<file path="src/rtl/vga_timing_pkg.sv">
// Shared VGA timing defaults and receiver state encoding.
package vga_timing_pkg;

  localparam int unsigned H_TOTAL_DEF          = 800;
  localparam int unsigned V_TOTAL_DEF          = 525;
  localparam int unsigned H_ACTIVE_DEF         = 640;
  localparam int unsigned V_ACTIVE_DEF         = 480;
  localparam int unsigned H_SYNC_TO_ACTIVE_DEF = 144;
  localparam int unsigned V_SYNC_TO_ACTIVE_DEF = 34;

  typedef enum logic [1:0] {
    StSearch = 2'd0,
    StTrain  = 2'd1,
    StLocked = 2'd2
  } rx_state_e;

endpackage

</file>
<file path="src/rtl/sync_edge_detect.sv">
// Input register for one sync line: polarity folded to active-high, assert-edge pulse.
module sync_edge_detect #(
  parameter bit ACTIVE_LOW = 1'b1
) (
  input  logic clk,
  input  logic rst_n,
  input  logic sync_in,
  output logic assert_edge
);

  logic level_q;
  logic prev_q;

  // Sample the pin once and keep one sample of history for edge detection.
  always_ff @(posedge clk or negedge rst_n) begin
    if (!rst_n) begin
      level_q <= 1'b0;
      prev_q  <= 1'b0;
    end else begin
      level_q <= sync_in ^ ACTIVE_LOW;
      prev_q  <= level_q;
    end
  end

  assign assert_edge = level_q & ~prev_q;

endmodule

</file>
<file path="src/rtl/vga_stream_receiver.sv">
// VGA sync-stream receiver: locks to hsync/vsync, regenerates pixel coordinates,
// validates line/frame periods and checksums each active frame.
module vga_stream_receiver
  import vga_timing_pkg::*;
#(
  parameter bit          SYNC_ACTIVE_LOW  = 1'b1,
  parameter int unsigned H_TOTAL          = H_TOTAL_DEF,
  parameter int unsigned V_TOTAL          = V_TOTAL_DEF,
  parameter int unsigned H_ACTIVE         = H_ACTIVE_DEF,
  parameter int unsigned V_ACTIVE         = V_ACTIVE_DEF,
  parameter int unsigned H_SYNC_TO_ACTIVE = H_SYNC_TO_ACTIVE_DEF,
  parameter int unsigned V_SYNC_TO_ACTIVE = V_SYNC_TO_ACTIVE_DEF,
  parameter int unsigned LOCK_FRAMES      = 2
) (
  input  logic        clk,
  input  logic        rst_n,
  input  logic        hsync,
  input  logic        vsync,
  input  logic [2:0]  rgb,
  output logic        locked,
  output logic        pixel_valid,
  output logic [9:0]  x,
  output logic [9:0]  y,
  output logic [2:0]  rgb_q,
  output logic        frame_start,
  output logic        frame_done,
  output logic [15:0] frame_sum,
  output logic        sync_err,
  output logic [7:0]  err_count
);

  localparam logic [10:0] HTotalW   = 11'(H_TOTAL);
  localparam logic [10:0] VTotalW   = 11'(V_TOTAL);
  localparam logic [10:0] WdLast    = 11'(2 * H_TOTAL - 1);
  localparam logic [10:0] HStart    = 11'(H_SYNC_TO_ACTIVE);
  localparam logic [10:0] HEnd      = 11'(H_SYNC_TO_ACTIVE + H_ACTIVE);
  localparam logic [10:0] VStart    = 11'(V_SYNC_TO_ACTIVE);
  localparam logic [10:0] VEnd      = 11'(V_SYNC_TO_ACTIVE + V_ACTIVE);
  localparam logic [7:0]  LockGoal  = 8'(LOCK_FRAMES);

  logic h_edge, v_edge;
  logic [2:0] rgb_s_q;

  rx_state_e   state_q, state_d;
  logic [7:0]  good_q, good_d;
  logic [10:0] hcnt_q, hcnt_cur;
  logic [10:0] vcnt_q, vcnt_cur;
  logic        vpend_q, vpend_d;
  logic        h_armed_q, h_armed_d;
  logic        frame_ok_q, frame_ok_d;
  logic        last_q;
  logic [15:0] acc_q, acc_d;

  logic wd_trip, h_edge_eff, boundary, line_bad, frame_good, frame_bad, err_now;
  logic pix_en, valid_d, start_d, last_d;

  sync_edge_detect #(.ACTIVE_LOW(SYNC_ACTIVE_LOW)) u_hsync_edge (
    .clk         (clk),
    .rst_n       (rst_n),
    .sync_in     (hsync),
    .assert_edge (h_edge)
  );

  sync_edge_detect #(.ACTIVE_LOW(SYNC_ACTIVE_LOW)) u_vsync_edge (
    .clk         (clk),
    .rst_n       (rst_n),
    .sync_in     (vsync),
    .assert_edge (v_edge)
  );

  // Counters and period checks for the sample currently in the input register.
  always_comb begin
    wd_trip    = (hcnt_q == WdLast);
    // A watchdog trip swallows any coincident hsync edge.
    h_edge_eff = h_edge & ~wd_trip;
    boundary   = h_edge_eff & vpend_q;
    hcnt_cur   = (h_edge_eff || wd_trip) ? 11'd0 : hcnt_q + 11'd1;
    vcnt_cur   = h_edge_eff ? (vpend_q ? 11'd0 : vcnt_q + 11'd1) : vcnt_q;
    // vpend set by this sample is consumed by a later hsync edge, not this one.
    vpend_d    = v_edge ? 1'b1 : (h_edge_eff ? 1'b0 : vpend_q);
    line_bad   = h_edge_eff & h_armed_q & (hcnt_q + 11'd1 != HTotalW);
    frame_good = frame_ok_q & ~line_bad & (vcnt_q + 11'd1 == VTotalW);
    frame_bad  = boundary & ~frame_good;
  end

  // Lock state machine: next state, good-frame count, error detection.
  always_comb begin
    state_d = state_q;
    good_d  = good_q;
    err_now = 1'b0;
    unique case (state_q)
      StSearch: begin
        if (v_edge) begin
          state_d = StTrain;
          good_d  = 8'd0;
        end
      end
      StTrain: begin
        if (wd_trip) begin
          state_d = StSearch;
        end else if (boundary) begin
          if (!frame_good) begin
            good_d = 8'd0;
          end else if (good_q + 8'd1 >= LockGoal) begin
            state_d = StLocked;
            good_d  = 8'd0;
          end else begin
            good_d = good_q + 8'd1;
          end
        end
      end
      StLocked: begin
        if (wd_trip || line_bad || frame_bad) begin
          err_now = 1'b1;
          state_d = StSearch;
        end
      end
      default: state_d = StSearch;
    endcase
  end

  // Frame-validity tracking, pixel decode and checksum accumulation.
  always_comb begin
    h_armed_d  = (state_d == StSearch) ? 1'b0 : (h_edge_eff ? 1'b1 : h_armed_q);
    frame_ok_d = frame_ok_q;
    if (state_d == StSearch) begin
      frame_ok_d = 1'b0;
    end else if (boundary) begin
      frame_ok_d = 1'b1;
    end else if (line_bad) begin
      frame_ok_d = 1'b0;
    end
    pix_en  = (state_d == StLocked);
    valid_d = pix_en && (hcnt_cur >= HStart) && (hcnt_cur < HEnd) &&
              (vcnt_cur >= VStart) && (vcnt_cur < VEnd);
    start_d = valid_d && (hcnt_cur == HStart) && (vcnt_cur == VStart);
    last_d  = valid_d && (hcnt_cur == HEnd - 11'd1) && (vcnt_cur == VEnd - 11'd1);
    acc_d   = acc_q;
    if (!pix_en) begin
      acc_d = 16'd0;
    end else if (start_d) begin
      acc_d = {13'd0, rgb_s_q};
    end else if (valid_d) begin
      acc_d = acc_q + {13'd0, rgb_s_q};
    end
  end

  // State and output registers.
  always_ff @(posedge clk or negedge rst_n) begin
    if (!rst_n) begin
      rgb_s_q     <= 3'd0;
      state_q     <= StSearch;
      good_q      <= 8'd0;
      hcnt_q      <= 11'd0;
      vcnt_q      <= 11'd0;
      vpend_q     <= 1'b0;
      h_armed_q   <= 1'b0;
      frame_ok_q  <= 1'b0;
      last_q      <= 1'b0;
      acc_q       <= 16'd0;
      pixel_valid <= 1'b0;
      x           <= 10'd0;
      y           <= 10'd0;
      rgb_q       <= 3'd0;
      frame_start <= 1'b0;
      frame_done  <= 1'b0;
      frame_sum   <= 16'd0;
      sync_err    <= 1'b0;
      err_count   <= 8'd0;
    end else begin
      rgb_s_q     <= rgb;
      state_q     <= state_d;
      good_q      <= good_d;
      hcnt_q      <= hcnt_cur;
      vcnt_q      <= vcnt_cur;
      vpend_q     <= vpend_d;
      h_armed_q   <= h_armed_d;
      frame_ok_q  <= frame_ok_d;
      last_q      <= last_d;
      acc_q       <= acc_d;
      pixel_valid <= valid_d;
      x           <= valid_d ? 10'(hcnt_cur - HStart) : 10'd0;
      y           <= valid_d ? 10'(vcnt_cur - VStart) : 10'd0;
      rgb_q       <= valid_d ? rgb_s_q : 3'd0;
      frame_start <= start_d;
      // acc_q already holds the last pixel when last_q is set.
      frame_done  <= last_q;
      if (last_q) frame_sum <= acc_q;
      sync_err    <= err_now;
      if (err_now && err_count != 8'hFF) err_count <= err_count + 8'd1;
    end
  end

  assign locked = (state_q == StLocked);

endmodule

</file>
<file path="config.mk">
export PLATFORM = sky130hd
export DESIGN_NAME = vga_stream_receiver
export DESIGN_NICKNAME = d
export VERILOG_FILES = /design/src/rtl/vga_timing_pkg.sv /design/src/rtl/sync_edge_detect.sv /design/src/rtl/vga_stream_receiver.sv
export SDC_FILE = /design/constraint.sdc
export NUM_CORES = 1
export LEC_CHECK = 0
export CAP_MARGIN = 10
export CORE_MARGIN = 1
export CORE_UTILIZATION = 50
export DETAILED_ROUTE_END_ITERATION = 6
export GPL_TIMING_DRIVEN = 0
export HOLD_SLACK_MARGIN = 0.03
export PLACE_DENSITY = 0.74
export SYNTH_ARGS = -nofsm -noshare
export SYNTH_HDL_FRONTEND = slang
export SYNTH_SLANG_ARGS = --single-unit
</file>
<file path="constraint.sdc">
create_clock -name clk -period 10.9 [get_ports clk]
set_input_delay 1.635 -clock clk [delete_from_list [all_inputs] [get_ports clk]]
set_output_delay 1.635 -clock clk [all_outputs]
set_load 0.03 [all_outputs]
</file>
==> impl_metrics.yaml, run 1 <==
place:
  hpwl_um: 9560
  gp_congestion: 0.876
  placedInstanceArea_um2: 6550
  io_buffers: 58
clock_network:
  numCtsBuffers: 9
  postCtsHoldBufs: 0
  tritoncts: "done"
  cts-root-buf: "clkbuf_16"
  cts_setup_buffers: 0
  htree_levels: 3
  clockBufferDepth: 2
  clk_latency_ns: 0.36
  cts.sinks: 110
  ctsResizeCount: 0
  cts.reportedPaths.clkPinSlew_ns: 0.07
pwr:
  clockPowerShare_pct: 36.7
  intPower_mw: 0.654
  seq_power_share_pct: 47.4
  p_comb_share_pct: 15.9
  p_switching_mw: 0.271
  switching_share_pct: 29.3
  p_leak_nw: 2.95
  power.density_nw_per_um2: 135
  peakVddDrop_uv: 133
logic_synthesis:
  synth_area_leaders: "dfrtp_1 (48%), mux2_2 (3.3%), nor2_1 (3.3%), nand2_1 (2.9%), ha_1 (2.8%)"
  syn_nets: 607
  ys_ff_latch: 110
  ys_warn_count: 0
  synth_enable_flop_cells: 0
  synthArstFlopShare_pct: 100
  yosys.cell_count.top_type: "dfrtp_1"
  synth_cells: 586
  synth_area_per_cell_um2: 9.84
  yosys-top-cells-count: "dfrtp_1 (110), nor2_1 (50), nand2_1 (45)"
  synth.largest_area_cell: "dfrtp_1"
  syn_area_um2: 5770
  yosysTopAreaCellShare_pct: 47.7
  ys_types: 72
  synthFlopType: "dfrtp_1"
  ys_seq_area_share_pct: 47.7
job:
  maxCapViolCount: 0
sta:
  slew_headroom_pct: 45.0
  skew_ns: 0.0103
  final.min_clock_period_ns: 4.62
  setup_viol: 0
  timing.fmax_mhz: 217
  grt_setup_unrepaired: "false"
  period_share_pct: 42.4
  worstMarginPinSlew_ns: 0.825
  tns_ns: 0
  hold_viol: 0
  maxSlewViolCount: 0
worst_setup_path:
  r2r-end: "acc_q[8]$_DFFE_PN0P_"
  worst-path-max-fanout: 10
  reg2reg_depth: 13
  crit_arrival_ns: 4.85
  r2r_start: "hcnt_q[0]$_DFF_PN0_"
  required_ns: 11.13
  startpoint_type: "flop"
  path_class: "flop to flop"
  reg2reg_slack_ns: 6.28
  endpoint_kind: "flop"
cells_and_area:
  final_area_um2: 6850
  antenna_cells: 0
  area_growth_pct: 18.8
  seqCellArea_um2: 2750
  fillCellCount: 940
  fin_nets: 677
  drive_gt1_share_pct: 10.1
  multiInputGateArea_um2: 2760
worst_hold_path:
  whs_path_depth: 0
  min_from: "u_vsync_edge.level_q$_DFF_PN0_"
  min_path_type: "flop to flop"
  min_to: "u_vsync_edge.prev_q$_DFF_PN0_"
floorplan:
  ios: 59
  die_y_um: 109
  initial_utilization_pct: 52.3
  fp.dieW_um: 109
  die_area_um2: 12000
  core_um2: 11000
  fp-row-count: 38
grt:
  antenna_found_initial: 0
  grt_pass1_wl_um: 22500
  grt_pass1_vias: 4580
  track_usage_pct: 24.7
  overflow: 0
  grt_max_degree: 68
routing:
  postRouteWirelength_um: 13400
  drtAntennaViolNets: 0
  drt_iter0_drc: 274
  num_vias: 4687
  drtPass1Iterations: 5
  drc: 0
  via_per_inst: 5.85
  wire_per_inst_um: 16.8
run_status:
  status: "complete, no violations"
## flip-flops by register name (all words and copies together) (netlist names), 2 cells and up
signal	cells
acc_q	16
frame_sum	16
hcnt_q	11
vcnt_q	11
x	10
y	10
err_count	8
good_q	8
rgb_q	3
rgb_s_q	3
state_q	2
## metal layers
layer  vias up  part of all wire (%)  global-route usage (%)
met2       148                    46                    37.6
met5         -                     0                       0
met1      2258                    46                    34.1
li1       2256                     -                       -
met3        25                   5.3                    5.75
met4         0                   2.4                    10.3
## critical path: stages (launching register included)
cell	delay [ns]
dfrtp_1	0.46
ha_1	0.18
clkbuf_1	0.29
nand3_1	0.32
or3_1	0.44
buf_2	0.18
a222oi_1	0.71
ha_1	0.33
nand3_1	0.14
a211oi_1	0.35
o211ai_1	0.31
clkbuf_1	0.32
a211oi_1	0.31
o22ai_1	0.14
## worst max-delay path by stage
stage / slack [ns] / endpoint / cells past startpoint / start
global placement: 4.09 / err_count[6]$_DFFE_PN0P_ / 1 / rst_n
global route: 5.94 / acc_q[6]$_DFFE_PN0P_ / 13 / hcnt_q[0]$_DFF_PN0_
finish: 6.28 / acc_q[8]$_DFFE_PN0P_ / 13 / hcnt_q[0]$_DFF_PN0_
floorplan: 7.24 / acc_q[0]$_DFFE_PN0P_ / 13 / hcnt_q[0]$_DFF_PN0_
CTS: 6.35 / acc_q[6]$_DFFE_PN0P_ / 13 / hcnt_q[0]$_DFF_PN0_
detailed placement: 6.40 / acc_q[8]$_DFFE_PN0P_ / 13 / hcnt_q[0]$_DFF_PN0_
## kinds of logic after synthesis
| family | Yosys count | synth area share [%] |
|---|---|---|
| compound gates | 117 | 14.9 |
| fa+ha+maj | 14 | 3.17 |
| xor+xnor | 24 | 3.64 |
| simple gates | 237 | 22.2 |
| flops | 110 | 47.7 |
| buf+inv | 64 | 4.51 |
| mux | 20 | 3.84 |
## power by group through the flow
stage | Sequential [mW] | Clock [mW] | Combinational, mW
2_1_floorplan | 0.442 | 0 | 0.104
3_3_place_gp | 0.447 | 0 | 0.143
3_5_place_dp | 0.446 | 0 | 0.145
4_1_cts | 0.438 | 0.349 | 0.145
5_1_grt | 0.441 | 0.363 | 0.165
6_report | 0.439 | 0.339 | 0.147
## through the flow
| stage | utilization, % | setup WS [ns] | hold slack, ns | total power, mW | instances |
|---|---|---|---|---|---|
| 6_report | 62.1 | 6.28 | 0.382 | 0.925 | 801 |
| 5_1_grt | 62.1 | 5.94 | 0.392 | 0.969 | 801 |
| 4_1_cts | 62.1 | 6.35 | 0.387 | 0.932 | 801 |
| 3_5_place_dp | 59.4 | 6.40 | 0.370 | 0.591 | 785 |
| 3_3_place_gp | 59.1 | 4.09 | 0.363 | 0.589 | 784 |
| 2_1_floorplan | - | 7.24 | 0.352 | 0.546 | 586 |
## area by class of cell
class	count	share of cell area, %
multi-input cells	412	40.2
flip-flops and latches	110	40.2
repair buffers	59	8.84
clock buffers	9	3.29
well taps	140	2.56
plain buffers	32	2.04
inverters	32	1.75
clock inverters	7	1.17
## placed cells by master (no fill, tap or decap), types with 15 or more instances in the layout
cell type | synthesis | routed
dfrtp_1 | 110 | 110
clkdlybuf4s50_1 | 0 | 57
nor2_1 | 50 | 50
nand2_1 | 45 | 45
inv_1 | 31 | 31
clkbuf_1 | 23 | 23
nand3_1 | 21 | 21
or3_1 | 21 | 21
nand4_1 | 20 | 20
mux2_2 | 17 | 17
a21oi_1 | 16 | 16
xnor2_1 | 15 | 15
No activity file was read; power rests on OpenSTA's default activity.
==> run 2: changes to the inputs <==
==> constraint.sdc (replaced) <==
create_clock -name clk -period 4.6 [get_ports clk]
set_input_delay 0.69 -clock clk [delete_from_list [all_inputs] [get_ports clk]]
set_output_delay 0.69 -clock clk [all_outputs]
set_load 0.03 [all_outputs]
==> impl_metrics.yaml, run 2 (same netlist as run 1, synthesis figures left out) <==
run_status:
  status: "complete, no violations"
pwr:
  power.density_nw_per_um2: 320
  peakVddDrop_uv: 313
  p_leak_nw: 2.96
sta:
  skew_ns: 0.0108
  period_share_pct: 91.8
  final.min_clock_period_ns: 4.22
  maxSlewViolCount: 0
  setup_viol: 0
  timing.fmax_mhz: 237
  hold_viol: 0
  grt_setup_unrepaired: "false"
  worstMarginPinSlew_ns: 0.746
  slew_headroom_pct: 50.0
  fin_hold_ws_ns: 0.330
routing:
  drtPass1Iterations: 5
  drc: 0
  drt_iter0_drc: 283
  num_vias: 4729
  wire_per_inst_um: 16.8
  postRouteWirelength_um: 13500
  drtAntennaViolNets: 0
  via_per_inst: 5.89
floorplan:
  fp.dieW_um: 109
  die_area_um2: 12000
  fp-row-count: 38
  die_y_um: 109
  initial_utilization_pct: 52.3
  ios: 59
  core_um2: 11000
clock_network:
  clockBufferDepth: 2
  numCtsBuffers: 9
  tritoncts: "done"
  htree_levels: 3
  cts.sinks: 110
  clk_latency_ns: 0.36
  postCtsHoldBufs: 0
  cts.reportedPaths.clkPinSlew_ns: 0.08
  cts-root-buf: "clkbuf_16"
worst_setup_path:
  cp_cell_sequence: "ha_1, nand4_1, or4_1, a222oi_1, nand3_1, o32a_1, or2_1, inv_1, nand3_1, clkbuf_1, nor2_1"
  endpoint_kind: "flop"
  r2r-end: "y[3]$_DFF_PN0_"
  critPathMaxStageDelay_ns: 0.62
  crit_arrival_ns: 4.49
  path_class: "flop to flop"
  cp_slowest_cell: "a222oi_1"
  critPathBufInv: 2
  reg2reg_slack_ns: 0.38
  required_ns: 4.87
  startpoint_type: "flop"
  r2r_start: "vcnt_q[1]$_DFF_PN0_"
  worst-path-max-fanout: 10
  reg2reg_depth: 11
  path_delay_family: "simple AND/OR/NAND/NOR gates"
  cp_common_cell: "nand3_1"
place:
  dp_cells: 785
  gp_congestion: 0.876
  hpwl_um: 9560
  io_buffers: 58
cells_and_area:
  drive_gt1_share_pct: 10.7
  fin_nets: 679
  antenna_cells: 0
  finish.utilization_pct: 62.4
  layout_common_cells: "dfrtp_1 (110), clkdlybuf4s50_1 (57), nor2_1 (50), nand2_1 (45), inv_1 (31)"
  final_common_cell: "dfrtp_1"
  area_growth_pct: 19.3
  fin_cells: 803
  largestRegisters: "acc_q (16), frame_sum (16)"
worst_hold_path:
  min_path_type: "primary input to asynchronous set/reset pin"
grt:
  grt_max_degree: 68
  track_usage_pct: 24.7
  grt_pass1_vias: 4580
  antenna_found_initial: 0
  overflow: 0
  grt_pass1_wl_um: 22500
job:
  maxCapViolCount: 0
## run 2: cell count changes in the layout (fill, tap and decap cells not counted)
cell / delta
buf_4: +2
a221oi_1: -1
a221oi_2: +1
nand3_1: -1
nand3_2: +1
## run 2: worst max path at each step
| stage | startpoint | to | slack, ns | cells after the start |
|---|---|---|---|---|
| after floorplan | hcnt_q[0]$_DFF_PN0_ | acc_q[0]$_DFFE_PN0P_ | 0.94 | 13 |
| after global placement | rst_n | err_count[6]$_DFFE_PN0P_ | -1.27 | 1 |
| after detailed placement | hcnt_q[0]$_DFF_PN0_ | acc_q[8]$_DFFE_PN0P_ | 0.1 | 13 |
| after CTS | hcnt_q[0]$_DFF_PN0_ | acc_q[6]$_DFFE_PN0P_ | 0.05 | 13 |
| after global routing | hcnt_q[0]$_DFF_PN0_ | acc_q[6]$_DFFE_PN0P_ | 0.06 | 14 |
| final | vcnt_q[1]$_DFF_PN0_ | y[3]$_DFF_PN0_ | 0.38 | 11 |
## run 2: where the power goes
part,switching [mW],internal [mW]
Combinational,0.237,0.124
Sequential,0.0368,1.00
Clock,0.373,0.431
## run 2: metal layers
metal	share of wire, %	vias to the layer above	global-route usage, %
li1	-	2260	-
met1	45	2255	34.1
met2	46	182	37.6
met3	6.1	32	5.75
met4	2.7	0	10.3
met5	0	-	0
## run 2: area by class of cell
class	count	area [um2]
Buffer	32	140
Sequential cell	110	2750
Timing Repair Buffer	61	621
Clock inverter	7	80.1
Fill cell	937	4150
Tap cell	140	175
Multi-Input combinational cell	412	2770
Inverter	32	120
Clock buffer	9	225
## run 2: timing repair
| item | CTS | global route |
|---|---|---|
| resized for setup | 0 | 2 |
| buffers inserted | 0 | 2 |
| endpoints found under the setup margin | 0 | 36 |
## run 2: metrics by stage
stage / area (um2) / worst slack (ns) / setup TNS, ns / total power [mW]
4_1_cts: 6850 / 0.0494 / 0 / 2.21
5_1_grt: 6880 / 0.0594 / 0 / 2.31
3_3_place_gp: 6520 / -1.27 / -138.80 / 1.40
3_5_place_dp: 6550 / 0.0998 / 0 / 1.40
2_1_floorplan: 5770 / 0.943 / 0 / 1.29
6_report: 6880 / 0.379 / 0 / 2.21
